<file path="config.mk">
export PLATFORM = sky130hd
export DESIGN_NAME = trng_run_ctrl
export DESIGN_NICKNAME = d
export VERILOG_FILES = /design/src/rtl/trng_ctrl_pkg.sv /design/src/rtl/warmup_timer.sv /design/src/rtl/trng_run_ctrl.sv
export SDC_FILE = /design/constraint.sdc
export NUM_CORES = 1
export LEC_CHECK = 0
export ABC_AREA = 0
export ABC_CLOCK_PERIOD_IN_PS = 3200
export CORE_ASPECT_RATIO = 1.25
export CORE_UTILIZATION = 34
export CTS_CLUSTER_SIZE = 25
export DETAILED_ROUTE_END_ITERATION = 8
export REMOVE_ABC_BUFFERS = 1
export SYNTH_ARGS = -nofsm -noshare
export SYNTH_HDL_FRONTEND = slang
export SYNTH_SLANG_ARGS = --single-unit
</file>
<file path="constraint.sdc">
create_clock -name clk -period 3.2 [get_ports clk]
set_clock_uncertainty 0.15 [all_clocks]
set_input_delay 0.32 -clock clk [delete_from_list [all_inputs] [get_ports clk]]
set_output_delay 0.32 -clock clk [all_outputs]
set_load 0.01 [all_outputs]
</file>
<file path="src/rtl/trng_ctrl_pkg.sv">
// trng_ctrl_pkg
//   Shared definitions for the COSO TRNG run controller: PC command codes,
//   the status-reply header byte and the controller state encoding.
package trng_ctrl_pkg;

  localparam logic [7:0] CMD_START  = 8'h01;
  localparam logic [7:0] CMD_ABORT  = 8'h02;
  localparam logic [7:0] CMD_STATUS = 8'h03;
  localparam logic [7:0] STAT_HDR   = 8'h53;

  typedef enum logic [2:0] {
    ST_IDLE,
    ST_LEN_HI,
    ST_LEN_LO,
    ST_WARMUP,
    ST_RUN,
    ST_STAT
  } run_state_e;

endpackage

</file>
<file path="src/rtl/warmup_timer.sv">
// warmup_timer
//   Oscillator warm-up timer. A start pulse loads a down-counter; done is
//   asserted for exactly one cycle WARMUP_CYCLES cycles after the start edge.
//   clear abandons a warm-up in progress.
// Ports:
//   clk, rst  clock, asynchronous active-high reset
//   start     load the counter and begin timing
//   clear     stop timing (abort)
//   done      one-cycle terminal-count indication
module warmup_timer #(
  parameter int WARMUP_CYCLES = 1024
) (
  input  logic clk,
  input  logic rst,
  input  logic start,
  input  logic clear,
  output logic done
);

  localparam int TW = (WARMUP_CYCLES > 1) ? $clog2(WARMUP_CYCLES) : 1;

  logic [TW-1:0] cnt;
  logic          running;

  // Loaded with WARMUP_CYCLES-1 so that terminal count is seen on the
  // WARMUP_CYCLES-th edge after start.
  assign done = running && (cnt == '0);

  always_ff @(posedge clk or posedge rst) begin
    if (rst) begin
      cnt     <= '0;
      running <= 1'b0;
    end else if (clear) begin
      cnt     <= '0;
      running <= 1'b0;
    end else if (start) begin
      cnt     <= TW'(WARMUP_CYCLES - 1);
      running <= 1'b1;
    end else if (done) begin
      running <= 1'b0;
    end else if (running) begin
      cnt <= cnt - TW'(1);
    end
  end

endmodule

</file>
<file path="src/rtl/trng_run_ctrl.sv">
// trng_run_ctrl
//   Run controller for the COSO TRNG performance path. Decodes PC commands,
//   warms up the oscillators, streams exactly N packed bytes to the UART and
//   answers status requests, sharing the single UART transmitter.
// Ports:
//   clk, rst         clock, asynchronous active-high reset
//   rx_byte/rx_valid command bytes from the UART receiver
//   is_transmitting  UART busy
//   pack_byte/pack_transmit  packed random byte strobe from the packer
//   tx_byte/transmit byte + one-cycle strobe to the UART
//   pack_busy        hold to the packer
//   pack_rst         synchronous reset to the packer
//   trng_en          oscillator / sampler enable
//   run_active       high during WARMUP and RUN
//
// state   | meaning
// IDLE    | waiting for a command, TRNG off, packer held in reset
// LEN_HI  | next rx byte is length[15:8]
// LEN_LO  | next rx byte is length[7:0]; zero length returns to IDLE
// WARMUP  | oscillators running, packer in reset until timer done
// RUN     | forwarding packer bytes until remaining reaches zero
// STAT    | sending STAT_HDR, sent_cnt[15:8], sent_cnt[7:0]
module trng_run_ctrl
  import trng_ctrl_pkg::*;
#(
  parameter int WARMUP_CYCLES = 1024,
  parameter int CNT_W         = 16
) (
  input  logic       clk,
  input  logic       rst,
  input  logic [7:0] rx_byte,
  input  logic       rx_valid,
  input  logic       is_transmitting,
  input  logic [7:0] pack_byte,
  input  logic       pack_transmit,
  output logic [7:0] tx_byte,
  output logic       transmit,
  output logic       pack_busy,
  output logic       pack_rst,
  output logic       trng_en,
  output logic       run_active
);

  run_state_e       state;
  logic [7:0]       len_hi;
  logic [CNT_W-1:0] remaining;
  logic [CNT_W-1:0] sent_cnt;
  logic [1:0]       stat_idx;
  logic [CNT_W-1:0] len_val;
  logic [15:0]      sent16;
  logic [7:0]       stat_byte;
  logic             rx_abort;
  logic             warm_start;
  logic             warm_clear;
  logic             warm_done;

  assign len_val    = CNT_W'({len_hi, rx_byte});
  assign sent16     = 16'(sent_cnt);
  assign rx_abort   = rx_valid && (rx_byte == CMD_ABORT);
  assign warm_start = (state == ST_LEN_LO) && rx_valid && (len_val != '0);
  assign warm_clear = (state == ST_WARMUP) && rx_abort;

  // The packer is held off outside RUN and for the cycle of our own strobe,
  // which also guarantees at least two cycles between transmit pulses.
  assign pack_busy  = (state != ST_RUN) || is_transmitting || transmit;
  assign run_active = (state == ST_WARMUP) || (state == ST_RUN);

  always_comb begin
    stat_byte = STAT_HDR;
    case (stat_idx)
      2'd1:    stat_byte = sent16[15:8];
      2'd2:    stat_byte = sent16[7:0];
      default: stat_byte = STAT_HDR;
    endcase
  end

  warmup_timer #(
    .WARMUP_CYCLES(WARMUP_CYCLES)
  ) u_warmup_timer (
    .clk  (clk),
    .rst  (rst),
    .start(warm_start),
    .clear(warm_clear),
    .done (warm_done)
  );

  always_ff @(posedge clk or posedge rst) begin
    if (rst) begin
      state     <= ST_IDLE;
      tx_byte   <= 8'h00;
      transmit  <= 1'b0;
      trng_en   <= 1'b0;
      pack_rst  <= 1'b1;
      len_hi    <= 8'h00;
      remaining <= '0;
      sent_cnt  <= '0;
      stat_idx  <= 2'd0;
    end else begin
      transmit <= 1'b0;
      case (state)
        ST_IDLE: begin
          trng_en  <= 1'b0;
          pack_rst <= 1'b1;
          if (rx_valid) begin
            if (rx_byte == CMD_START) begin
              state <= ST_LEN_HI;
            end else if (rx_byte == CMD_STATUS) begin
              state    <= ST_STAT;
              stat_idx <= 2'd0;
            end
          end
        end
        ST_LEN_HI: begin
          if (rx_valid) begin
            len_hi <= rx_byte;
            state  <= ST_LEN_LO;
          end
        end
        ST_LEN_LO: begin
          if (rx_valid) begin
            remaining <= len_val;
            sent_cnt  <= '0;
            if (len_val == '0) begin
              state <= ST_IDLE;
            end else begin
              state   <= ST_WARMUP;
              trng_en <= 1'b1;
            end
          end
        end
        ST_WARMUP: begin
          if (rx_abort) begin
            state     <= ST_IDLE;
            trng_en   <= 1'b0;
            pack_rst  <= 1'b1;
            remaining <= '0;
          end else if (warm_done) begin
            state    <= ST_RUN;
            pack_rst <= 1'b0;
          end
        end
        ST_RUN: begin
          if (rx_abort) begin
            state     <= ST_IDLE;
            trng_en   <= 1'b0;
            pack_rst  <= 1'b1;
            remaining <= '0;
          end else if (pack_transmit && !pack_busy && (remaining != '0)) begin
            tx_byte   <= pack_byte;
            transmit  <= 1'b1;
            remaining <= remaining - CNT_W'(1);
            if (sent_cnt != '1) sent_cnt <= sent_cnt + CNT_W'(1);
            if (remaining == CNT_W'(1)) begin
              state    <= ST_IDLE;
              trng_en  <= 1'b0;
              pack_rst <= 1'b1;
            end
          end
        end
        ST_STAT: begin
          if (rx_abort) begin
            state     <= ST_IDLE;
            remaining <= '0;
          end else if (!is_transmitting && !transmit) begin
            tx_byte  <= stat_byte;
            transmit <= 1'b1;
            if (stat_idx == 2'd2) begin
              state    <= ST_IDLE;
              stat_idx <= 2'd0;
            end else begin
              stat_idx <= stat_idx + 2'd1;
            end
          end
        end
        default: state <= ST_IDLE;
      endcase
    end
  end

endmodule

</file>
==> impl_metrics.json, run 1 <==
{
  "dp_hpwl_mm": 6.65,
  "summed_instance_area_of_the_synthesized_netlist_mm2": 0.00383,
  "netlist_instances": 427,
  "top_count_cell_post_synth": "dfrtp_1",
  "synth_common_cells": "66 x dfrtp_1, 48 x a21oi_1, 42 x o21ai_0",
  "end_kind": "flip-flop",
  "clk_path_buf_depth": 2,
  "critical_path.max_fanout": 32,
  "initialDrtViolationCount": 222,
  "static-leakage-power_nw": 1.85,
  "drc": 0,
  "synthesis.area_per_instance_um2": 8.97,
  "synth_area_leader_cell": "dfrtp_1",
  "route.detailed.wl_per_inst_um": 15.9,
  "synth_enable_flop_cells": 0,
  "power_density_relative_to_cell_area_mw_per_mm2": 831,
  "critical_path.slowest_cell": "nor4_2",
  "worst_slew_pin_slew_ns": 1.32,
  "clock_latency_ns": 0.34,
  "grt_antenna_before_repair": 0,
  "total_power_mw": 3.88,
  "r2r.worst_path.cells": 7,
  "final.min_clock_period_ns": 2.74,
  "cts_made_buffers": 9,
  "coreArea_mm2": 0.0110,
  "floorplan.initialDensity_pct": 34.7,
  "io-pin-count": 34,
  "cts_resized": 0,
  "die_h_um": 121,
  "period_share_pct": 85.7,
  "worstPathBufferInverterCount": 1,
  "max-vdd-ir-drop_uv": 330,
  "hold_path_class": "primary input to async pin",
  "row_count": 43,
  "worst_r2r_endpoint": "remaining[0]$_DFFE_PP0P_",
  "clk_transition_reported_paths_ns": 0.06,
  "port-buffer-count": 33,
  "ys_seq_elements": 67,
  "synthArstFlopShare_pct": 100,
  "maxCapViolCount": 0,
  "grt_start_max_net_pins": 68,
  "yosys-top-cells-area": "dfrtp_1 43%, a21oi_1 6.3%, o21ai_0 5.5%",
  "rsz0062_at_grt": "no",
  "finalSetupViolCount": 0,
  "timing.max_slew.rel_slack_pct": 12.1,
  "gp_congestion": 0.892,
  "antenna_cells_inserted": 0,
  "areaGrowthSynthToFinish_pct": 21.9,
  "worst_r2r_startpoint": "remaining[2]$_DFFE_PP0P_",
  "hold_violations": 0,
  "floorplan.die.width_um": 96.9,
  "slew_violations": 0,
  "post_dp_cell_area_mm2": 0.00433,
  "grt_pass1_vias": 3238,
  "synth_sequential_area_ratio_pct": 43.8,
  "via_per_inst": 5.73,
  "setup.worst_path.start_class": "flip-flop",
  "hold_buffers": 0,
  "critical_path.startpoint": "remaining[2]$_DFFE_PP0P_",
  "fmaxAchievable_mhz": 365,
  "cp_cell_sequence": "nor4_2, and2_1, a21boi_1, nor3_2, buf_4, a221oi_1, a21oi_1",
  "slowest_delay_ns": 0.63,
  "reg2reg_setup_slack_ns": 0.46,
  "finalInstanceArea_mm2": 0.00467,
  "post_route_cells_drive_above_1_share_pct": 12.0,
  "postRouteWirelength_mm": 9.60,
  "worst_ep_arrival_time_ns": 2.85,
  "crit_type": "flip-flop to flip-flop",
  "result_of_the_run": "complete, no violations",
  "grt_pass1_wl_mm": 15.9,
  "synth_cell_types": 61,
  "fillerInstances": 1080,
  "post-cts-setup-buffers": 0,
  "flip_flop_cell_with_the_highest_count_after_synthesis": "dfrtp_1",
  "grt_remaining_overflow": 0,
  "cts_sinks": 67,
  "drtAntennaViolNets": 0,
  "drt_first_pass_iters": 5,
  "worst-endpoint-required_ns": 3.31,
  "finalNetCount": 492,
  "timing.setup.tns_ns": 0,
  "tritoncts": "yes",
  "post-synth-top-area-fraction_pct": 43.1,
  "die_area_mm2": 0.0117,
  "h-tree-depth": 3,
  "synth.yosys.warnings": 0,
  "grt_usage_pct": 17.1,
  "via_count": 3450,
  "timing.critical_path.max_delay_family": "simple AND/OR/NAND/NOR gates",
  "clock_tree.root_cell": "clkbuf_16"
}
worst register-to-register path: stages, from the launching register on:
cell and delay, ns:
dfrtp_1 0.44, nor4_2 0.63, and2_1 0.46, a21boi_1 0.19
nor3_2 0.20, buf_4 0.30, a221oi_1 0.09, a21oi_1 0.20
kinds of logic after synthesis:
family,synth area share [%]
buffers and inverters,3.46
AO/OA/AOI/OAI,23.4
XOR/XNOR,2.06
adder cells (fa/ha/maj),2.94
AND/OR/NAND/NOR,21.7
multiplexers,2.65
flip-flops,43.8
where the power goes:
part | switching (mW) | total, mW | internal, mW
clock | 0.379 | 1.11 | 0.727
combinational | 0.826 | 1.43 | 0.607
sequential | 0.233 | 1.34 | 1.11
area by class of cell:
cell class	instances	area (um^2)	area share, %
multi-input cells	328	2020	43.3
flip-flops and latches	67	1680	35.9
repair buffers	43	418	8.94
clock buffers	11	253	5.41
well taps	135	169	3.62
clock inverters	5	85.1	1.82
inverters	13	48.8	1.04
per-layer routing:
metal	GRT usage (%)	vias up	routed length [um]
met5	0	-	0
met2	27.9	98	4660
met3	3.87	18	450
met1	21.5	1670	4270
met4	8.02	0	221
li1	-	1664	-
state kept, by name (all words and copies together), names as in the netlist, 2 cells and up:
register	cells
remaining	16
sent16	16
u_warmup_timer.cnt	10
len_hi	8
tx_byte	8
state	3
stat_idx	2
worst max-delay path by stage:
stage	end	slack (ns)	cells after the start
after detailed placement	sent16[5]$_DFFE_PP0P_	0.23	7
after global placement	sent16[5]$_DFFE_PP0P_	0.27	7
after CTS	remaining[0]$_DFFE_PP0P_	0.48	7
after global routing	remaining[0]$_DFFE_PP0P_	0.23	7
final	remaining[0]$_DFFE_PP0P_	0.46	7
after floorplan	remaining[2]$_DFFE_PP0P_	0.60	6
through the flow:
stage	utilization, %	cells	setup slack (ns)	hold WS [ns]
after CTS	42.4	602	0.478	0.249
after floorplan	-	408	0.603	0.313
after global routing	42.4	602	0.227	0.270
after global placement	39.3	586	0.267	0.315
final	42.4	602	0.459	0.227
after detailed placement	39.3	586	0.230	0.324
placed cells by master (no fill, tap or decap), drive strengths merged, types with 3 or more instances in the layout:
cell           netlist  layout
a211oi               3       3
a21oi               49      49
a22oi               17      17
a31oi                5       5
a32oi                5       5
and3                 6       6
buf                  9      10
clkbuf              10      11
clkdlybuf4s50        0      33
dfrtp               66      66
ha                   9       9
inv                 13      13
mux2                 9       9
nand2               36      36
nand3               12      12
nand4                3       3
nor2                40      40
nor3                15      15
nor3b                3       3
nor4                13      13
o211ai               3       3
o21ai               43      43
o31ai                5       5
o41ai                3       3
or2                  4       4
or3                  7       7
or4                  4       4
xnor2                8       8
Power figures use the tool's default switching activity.
==> run 2, diff against run 1 <==
--- a/config.mk
+++ b/config.mk
@@ -8,10 +8,13 @@
 export ABC_AREA = 0
 export ABC_CLOCK_PERIOD_IN_PS = 3200
 export CORE_ASPECT_RATIO = 1.25
+export CORE_MARGIN = 3
 export CORE_UTILIZATION = 34
+export CTS_BUF_LIST = sky130_fd_sc_hd__clkbuf_8
 export CTS_CLUSTER_SIZE = 25
 export DETAILED_ROUTE_END_ITERATION = 8
 export REMOVE_ABC_BUFFERS = 1
+export SKIP_LAST_GASP = 1
 export SYNTH_ARGS = -nofsm -noshare
 export SYNTH_HDL_FRONTEND = slang
 export SYNTH_SLANG_ARGS = --single-unit
==> impl_metrics.json, run 2 (synthesis results as in run 1) <==
{
  "result_of_the_run": "complete, no violations",
  "grt_pass1_vias": 3323,
  "initialDrtViolationCount": 213,
  "postRouteWirelength_mm": 9.69,
  "clock_latency_ns": 0.36,
  "maxCapViolCount": 0,
  "static-leakage-power_nw": 1.79,
  "max-vdd-ir-drop_uv": 440,
  "coreArea_mm2": 0.0108,
  "port-buffer-count": 33,
  "areaGrowthSynthToFinish_pct": 18.1,
  "finalNetCount": 491,
  "clk_path_buf_depth": 2,
  "drc": 0,
  "worst-endpoint-required_ns": 3.34,
  "crit_type": "flip-flop to flip-flop",
  "worst_r2r_startpoint": "state[0]$_DFFE_PP0P_",
  "period_share_pct": 86.6,
  "grt_antenna_before_repair": 0,
  "floorplan.die.width_um": 101,
  "cts_sinks": 67,
  "die_h_um": 125,
  "grt_usage_pct": 16.1,
  "area.sequential_mm2": 0.00168,
  "utilization_after_layout_pct": 42.0,
  "clk_transition_reported_paths_ns": 0.08,
  "fillerInstances": 1023,
  "h-tree-depth": 3,
  "row_count": 42,
  "die_area_mm2": 0.0126,
  "gp_congestion": 0.850,
  "multi_input_area_mm2": 0.00202,
  "timing.max_slew.rel_slack_pct": 18.5,
  "hold_violations": 0,
  "hold_path_class": "primary input to async pin",
  "dp_hpwl_mm": 6.84,
  "cts_resized": 0,
  "final_common_cell": "dfrtp_1",
  "worst_slew_pin_slew_ns": 1.22,
  "end_kind": "flip-flop",
  "post_route_cells_drive_above_1_share_pct": 11.8,
  "drt_first_pass_iters": 4,
  "worst_r2r_endpoint": "sent16[5]$_DFFE_PP0P_",
  "timing.setup.tns_ns": 0,
  "rsz0062_at_grt": "no",
  "io-pin-count": 34,
  "drtAntennaViolNets": 0,
  "grt_start_max_net_pins": 68,
  "post-cts-setup-buffers": 0,
  "r2r.worst_path.cells": 6,
  "setup.worst_path.start_class": "flip-flop",
  "finalSetupViolCount": 0,
  "via_per_inst": 5.72,
  "most-common-layout-cells": "66 x dfrtp_1, 48 x a21oi_1, 42 x o21ai_0",
  "power_density_relative_to_cell_area_mw_per_mm2": 773,
  "tritoncts": "yes",
  "slew_violations": 0,
  "worst_ep_arrival_time_ns": 2.91,
  "grt_pass1_wl_mm": 16.3,
  "critical_path.max_fanout": 18,
  "clock_tree.root_cell": "clkbuf_8",
  "fmaxAchievable_mhz": 361,
  "antenna_cells_inserted": 0,
  "grt_remaining_overflow": 0,
  "hold_buffers": 0,
  "final.min_clock_period_ns": 2.77,
  "floorplan.initialDensity_pct": 35.6,
  "cts_made_buffers": 9,
  "route.detailed.wl_per_inst_um": 16.2,
  "via_count": 3420,
  "reg2reg_setup_slack_ns": 0.43
}
run 2: area by class of cell:
class | instances | share of cell area [%]
clock buffers | 10 | 3.04
well taps | 132 | 3.65
multi-input cells | 328 | 44.7
repair buffers | 42 | 9.07
inverters | 13 | 1.08
flip-flops and latches | 67 | 37.1
clock inverters | 6 | 1.44
run 2: critical path, cell delays in order, from the launching register on:
cell,delay (ns)
dfrtp_1,0.62
nor3b_2,0.21
and3_1,0.23
a22o_2,0.26
or3_1,0.54
or4_1,0.54
a21oi_1,0.15
run 2: power by group:
group	leakage (nW)	internal, mW	switching (mW)
Clock	0.102	0.381	0.345
Sequential	0.830	1.11	0.250
Combinational	0.854	0.600	0.813
Total	1.79	2.09	1.41
run 2: per-stage QoR:
step / cell area (um^2) / power [mW] / cells / hold WS [ns] / setup slack (ns)
after detailed placement: 4320 / 2.79 / 582 / 0.319 / 0.225
after global placement: 4320 / 2.77 / 582 / 0.314 / 0.259
after CTS: 4530 / 3.53 / 598 / 0.214 / 0.487
final: 4530 / 3.50 / 598 / 0.204 / 0.430
after floorplan: 3750 / 2.27 / 408 / 0.313 / 0.603
after global routing: 4530 / 3.78 / 598 / 0.245 / 0.243
run 2: metal layers:
metal | wire length [um] | up-vias | GRT usage, %
li1 | - | 1656 | -
met1 | 4210 | 1651 | 21.1
met2 | 4710 | 99 | 25.8
met3 | 571 | 14 | 3.59
met4 | 194 | 0 | 6.10
met5 | 0 | - | 0
run 2: worst max-delay path by stage:
stage / startpoint / endpoint / slack, ns / cells after the start
2_1_floorplan: remaining[6]$_DFFE_PP0P_ / remaining[2]$_DFFE_PP0P_ / 0.60 / 6
3_3_place_gp: rx_byte[0] / sent16[5]$_DFFE_PP0P_ / 0.26 / 7
3_5_place_dp: rx_byte[0] / sent16[5]$_DFFE_PP0P_ / 0.22 / 7
4_1_cts: state[0]$_DFFE_PP0P_ / sent16[5]$_DFFE_PP0P_ / 0.49 / 6
5_1_grt: remaining[2]$_DFFE_PP0P_ / remaining[0]$_DFFE_PP0P_ / 0.24 / 7
6_report: state[0]$_DFFE_PP0P_ / sent16[5]$_DFFE_PP0P_ / 0.43 / 6
